## src/rtl/lsu_ctrl.sv

```systemverilog
// lsu_ctrl: load/store unit behind the ALU.
// Drives a word-wide data port, returns extended load data.
module lsu_ctrl #(
  parameter int unsigned MAX_WAIT = 255
) (
  input  logic        clk,
  input  logic        rst_n,
  input  logic        start,
  input  logic        is_store,
  input  logic [2:0]  funct3,
  input  logic [31:0] addr,
  input  logic [31:0] wdata,
  output logic        busy,
  output logic        done,
  output logic [31:0] rdata,
  output logic        err,
  output logic [1:0]  err_code,
  output logic        mem_req,
  output logic        mem_we,
  output logic [31:0] mem_addr,
  output logic [3:0]  mem_be,
  output logic [31:0] mem_wdata,
  input  logic        mem_ready,
  input  logic [31:0] mem_rdata
);

  localparam int CW = (MAX_WAIT > 1) ? $clog2(MAX_WAIT) : 1;
  localparam int unsigned LIM = (MAX_WAIT > 0) ? MAX_WAIT - 1 : 0;

  typedef enum logic [1:0] {
    IDLE,
    ACCESS,
    RESP
  } state_t;

  state_t        state;
  logic          st_q;
  logic [2:0]    f3_q;
  logic [1:0]    lo_q;
  logic [CW-1:0] cnt;

  logic          ill;
  logic          mis;
  logic [3:0]    be_n;
  logic [31:0]   wd_n;
  logic [7:0]    lane_b;
  logic [15:0]   lane_h;
  logic [31:0]   ld;
  logic          tmo;

  always_comb begin
    ill = is_store ? (funct3 > 3'd2)
                   : (funct3 == 3'd3 || funct3[2:1] == 2'b11);
    mis = (funct3[1:0] == 2'b01 && addr[0]) ||
          (funct3[1:0] == 2'b10 && addr[1:0] != 2'b00);
  end

  always_comb begin
    be_n = 4'b1111;
    wd_n = wdata;
    unique case (1'b1)
      funct3[1:0] == 2'b00: begin
        be_n = 4'b0001 << addr[1:0];
        wd_n = {4{wdata[7:0]}};
      end
      funct3[1:0] == 2'b01: begin
        be_n = 4'b0011 << {addr[1], 1'b0};
        wd_n = {2{wdata[15:0]}};
      end
      default: begin
        be_n = 4'b1111;
        wd_n = wdata;
      end
    endcase
    if (!is_store)
      be_n = 4'b1111;
  end

  // f3_q[2] set means the unsigned load variants
  always_comb begin
    lane_b = mem_rdata[{lo_q, 3'b000} +: 8];
    lane_h = mem_rdata[{lo_q[1], 4'b0000} +: 16];
    ld     = mem_rdata;
    unique case (1'b1)
      f3_q[1:0] == 2'b00:
        ld = {{24{~f3_q[2] & lane_b[7]}}, lane_b};
      f3_q[1:0] == 2'b01:
        ld = {{16{~f3_q[2] & lane_h[15]}}, lane_h};
      default:
        ld = mem_rdata;
    endcase
  end

  assign tmo = (MAX_WAIT != 0) && (cnt == CW'(LIM));

  always_ff @(posedge clk or negedge rst_n) begin
    if (!rst_n) begin
      state     <= IDLE;
      busy      <= 1'b0;
      done      <= 1'b0;
      err       <= 1'b0;
      err_code  <= 2'b00;
      rdata     <= '0;
      mem_req   <= 1'b0;
      mem_we    <= 1'b0;
      mem_addr  <= '0;
      mem_be    <= '0;
      mem_wdata <= '0;
      st_q      <= 1'b0;
      f3_q      <= '0;
      lo_q      <= '0;
      cnt       <= '0;
    end else begin
      unique case (state)
        IDLE, RESP: begin
          if (start) begin
            st_q <= is_store;
            f3_q <= funct3;
            lo_q <= addr[1:0];
            busy <= 1'b1;
            if (ill) begin
              state    <= RESP;
              done     <= 1'b1;
              err      <= 1'b1;
              err_code <= 2'b10;
            end else if (mis) begin
              state    <= RESP;
              done     <= 1'b1;
              err      <= 1'b1;
              err_code <= 2'b01;
            end else begin
              state     <= ACCESS;
              done      <= 1'b0;
              err       <= 1'b0;
              err_code  <= 2'b00;
              mem_req   <= 1'b1;
              mem_we    <= is_store;
              mem_addr  <= {addr[31:2], 2'b00};
              mem_be    <= be_n;
              mem_wdata <= wd_n;
              cnt       <= '0;
            end
          end else if (state == RESP) begin
            state <= IDLE;
            busy  <= 1'b0;
            done  <= 1'b0;
          end
        end
        ACCESS: begin
          // a response on the limit cycle still counts as success
          if (mem_ready) begin
            state    <= RESP;
            mem_req  <= 1'b0;
            done     <= 1'b1;
            err      <= 1'b0;
            err_code <= 2'b00;
            if (!st_q)
              rdata <= ld;
          end else if (tmo) begin
            state    <= RESP;
            mem_req  <= 1'b0;
            done     <= 1'b1;
            err      <= 1'b1;
            err_code <= 2'b11;
          end else if (MAX_WAIT != 0) begin
            cnt <= cnt + 1'b1;
          end
        end
        default: begin
          state <= IDLE;
          busy  <= 1'b0;
          done  <= 1'b0;
        end
      endcase
    end
  end

endmodule

```

## config.mk

```make
export PLATFORM = sky130hd
export DESIGN_NAME = lsu_ctrl
export DESIGN_NICKNAME = d
export VERILOG_FILES = /design/src/rtl/lsu_ctrl.sv
export SDC_FILE = /design/constraint.sdc
export NUM_CORES = 1
export LEC_CHECK = 0
export CAP_MARGIN = 20
export CORE_ASPECT_RATIO = 0.7
export CORE_MARGIN = 3
export CORE_UTILIZATION = 30
export DETAILED_ROUTE_END_ITERATION = 7
export SYNTH_ARGS = -nofsm -noshare
export SYNTH_HDL_FRONTEND = slang
export SYNTH_SLANG_ARGS = --single-unit
```

## constraint.sdc

```tcl
create_clock -name clk -period 1.9 [get_ports clk]
set_input_delay 0.38 -clock clk [delete_from_list [all_inputs] [get_ports clk]]
set_output_delay 0.38 -clock clk [all_outputs]
set_load 0.01 [all_outputs]
```

==> out/qor.csv <==
stage,metric,value,unit
setup_path,worst r2r path cells,5,
clock_tree,Clock Sink Count,120,
sta,RSZ-0062 raised after global routing,false,
global_route,number of global-route vias before repair,5285,
layout,Storage cell area,3003,um^2
floorplanning,die area,20640,um^2
placed_design,DP Worst Slack,-0.4755,ns
sta,setup ws final,0.09436,ns
placed_design,RePlAce Congestion,0.7875,
placed_design,Port Buf Inserts,208,
layout,Layout area overhead,58.25,%
synth,synthesized area,5677,um^2
setup_path,R2R Path End,cnt[6]$_DFFE_PN0P_,
setup_path,Setup crit end,cnt[6]$_DFFE_PN0P_,
sta,Max Slew Vio Count,0,
setup_path,slowest CP cell,clkdlybuf4s50_1,
sta,final hold viol count,0,
clock_tree,root buffer cell,clkbuf_16,
synth,post-synthesis register bit count,120,
power,"IR drop worst, VDD",0.5201,mV
layout,Antenna Cells,0,
layout,fraction of layout cells with a size suffix above 1,0.1152,
global_route,global-route total usage across every layer,0.1868,
floorplanning,Die Width,170.4,um
sta,WHS,0.4691,ns
power,P per Cell Area,1197,nW/um^2
setup_path,Worst path max stage delay,0.52,ns
synth,sequential share of the synthesized area,0.5290,
layout,final core utilization,0.4919,
floorplanning,row count,41,
setup_path,Required @ worst endpoint,2.24,ns
sta,final setup fails,0,
floorplanning,die height,121.1,um
drt,ANT nets after route,0,
setup_path,Crit path depth,6,
setup_path,flop-to-flop setup slack,0.14,ns
sta,crit share post-route,0.9503,
run_status,status,finished clean,
global_route,largest net degree at the start of global routing,55,
layout,nets,970,
sta,setup_tns,0,ns
setup_path,Startpoint Class,primary input,
layout,Fill cells,1726,
sta,Worst Clk Skew,0.009689,ns
layout,"most common cell after layout, fill and taps aside",clkdlybuf4s50_1,
setup_path,Crit. End Element,flip-flop,
synth,Yosys warnings,0,
clock_tree,cts bufs inserted,17,
sta,crit path time final,1.806,ns
synth,Post-synth EDFFs,0,
layout,Finished Cell Area,8984,um^2
drt,Post-Route WL,18820,um
drt,DR vias,5301,
setup_path,crit-path max FO,10,
global_route,first-pass GRT wire length,29710,um
drt,drt initial violations,257,
global_route,grt ovf,0,
synth,Syn Area/Cell,9.083,um^2
sta,Fmax achieved,0.5538,GHz
floorplanning,Initial Utilization,0.3108,
setup_path,RR Startpoint,state[0]$_DFFE_PN0P_,
synth,Netlist cell types,55,
placed_design,post-DP HPWL,13920,um
drt,1st-pass router iterations,5,
floorplanning,core area,18260,um^2
floorplanning,I/O pin total,211,
clock_tree,clk slew on worst S/H paths,0.06,ns
run,total of max-cap violations,0,
synth,Post-Syn Instances,625,
placed_design,placed instance area,8369,um^2
min_path,HP Class,in -> async,
layout,Multi-input gate area,2500,um^2
clock_tree,clock latency on the worst-skew pair,0.43,ns
global_route,initial antenna violation count,0,
layout,"commonest non-fill, non-tap cells in the layout","205 x clkdlybuf4s50_1, 191 x nand2_1, 120 x dfrtp_1",
setup_path,Worst Path Arrival,2.15,ns
setup_path,Critical path origin,addr[0],
setup_path,Worst Path Buf+Inv,2,
synth,async set-reset flop share out of synthesis,1.000,
drt,Via density,4.763,
clock_tree,htree depth,4,
drt,DRC Markers,0,
clock_tree,clock buffer depth,2,
setup_path,"CP delay by family, top",compound AO/OA/AOI/OAI gates,
synth,"Primary FF master, synth",dfrtp_1,
setup_path,Setup Crit Path Kind,in -> reg,
clock_tree,CTS tree,done,
drt,Avg WL per Cell,16.91,um
setup_path,CP cell instances,clkdlybuf4s50_1 -> a221oi_4 -> o32ai_4 -> buf_4 -> or3_1 -> a21oi_1,
power,static leakage,4.016,nW
## worst register-to-register path, delay by kind of cell (launching register included)
family                 cells  cell delay [ns]
AOI/OAI and AO/OA          2             0.36
buffers and inverters      1             0.18
DFF                        1             0.49
and+or+nand+nor            2             0.66
## kinds of logic after synthesis
| family | share of synthesized area |
|---|---|
| flip-flops | 0.5290 |
| buffers and inverters | 0.03769 |
| multiplexers | 0.05973 |
| other | 0.0006606 |
| AND/OR/NAND/NOR | 0.2175 |
| adder cells (fa/ha/maj) | 0.004407 |
| AO/OA/AOI/OAI | 0.1510 |
## sequential cells by signal, indices dropped and copies added (netlist names), 2 cells and up
name	cells
mem_wdata	32
cnt	8
lo_q	2
err_code	2
rdata	32
f3_q	3
mem_addr	30
mem_be	4
## cells in the mapped netlist, types with 2 or more instances
cell type	count	share of area
nand2_1	191	0.13
and3b_1	7	0.011
buf_4	3	0.0040
buf_2	15	0.013
nor3b_1	9	0.012
o22ai_1	2	0.0022
ha_1	2	0.0044
a211oi_1	8	0.011
clkbuf_1	20	0.013
nor2b_1	2	0.0022
nand3_1	2	0.0018
o21a_1	4	0.0053
a2111oi_0	2	0.0031
nor2_1	40	0.026
nand4_1	2	0.0022
or3_1	10	0.011
o31ai_1	4	0.0053
a21oi_1	48	0.042
nand2b_1	4	0.0044
dfrtp_1	120	0.53
o21ai_0	52	0.046
a211o_1	6	0.0093
mux2i_1	26	0.046
o211a_1	2	0.0035
mux2_2	7	0.014
or4_1	3	0.0040
inv_1	6	0.0040
## cell type report
class / instances / share of cell area
flip-flops and latches: 120 / 0.3343
repair buffers: 259 / 0.2875
well taps: 236 / 0.03287
multi-input cells: 459 / 0.2783
clock inverters: 14 / 0.01532
inverters: 7 / 0.002925
clock buffers: 18 / 0.04889
## where the power goes
part           total [mW]  switching (mW)  internal, mW
logic                3.75            1.68          2.08
clock network        3.17            1.31          1.86
registers            3.83           0.477          3.35
## repair_timing
action,CTS,global route
hold endpoints to repair,24,0
hold buffers,1,0
endpoints found under the setup margin,1,9
resized for setup,0,5
pin swaps,0,1
buffers inserted,0,0
## how the worst min path moves through the flow
stage | start | to
after CTS | addr[23] | mem_addr[23]$_DFFE_PN0P_
after global routing | addr[24] | mem_addr[24]$_DFFE_PN0P_
after floorplan | rst_n | busy$_DFFE_PN0P_
after global placement | rst_n | mem_wdata[28]$_DFFE_PN0P_
final | rst_n | mem_wdata[0]$_DFFE_PN0P_
after detailed placement | rst_n | mem_wdata[28]$_DFFE_PN0P_
## metrics by stage
stage,power [mW],cells
2_1_floorplan,5.255,626
3_3_place_gp,7.605,1080
3_5_place_dp,7.637,1080
4_1_cts,10.88,1113
5_1_grt,11.44,1113
6_report,10.75,1113
## per-layer routing
| metal | up-vias | global-route usage | wire length, um |
|---|---|---|---|
| li1 | 2610 | - | - |
| met1 | 2465 | 0.2707 | 9188 |
| met2 | 206 | 0.2542 | 7640 |
| met3 | 20 | 0.07261 | 1763 |
| met4 | 0 | 0.05826 | 229 |
| met5 | - | 0 | 0 |
Note: power is estimated with default switching activity, not from simulation.
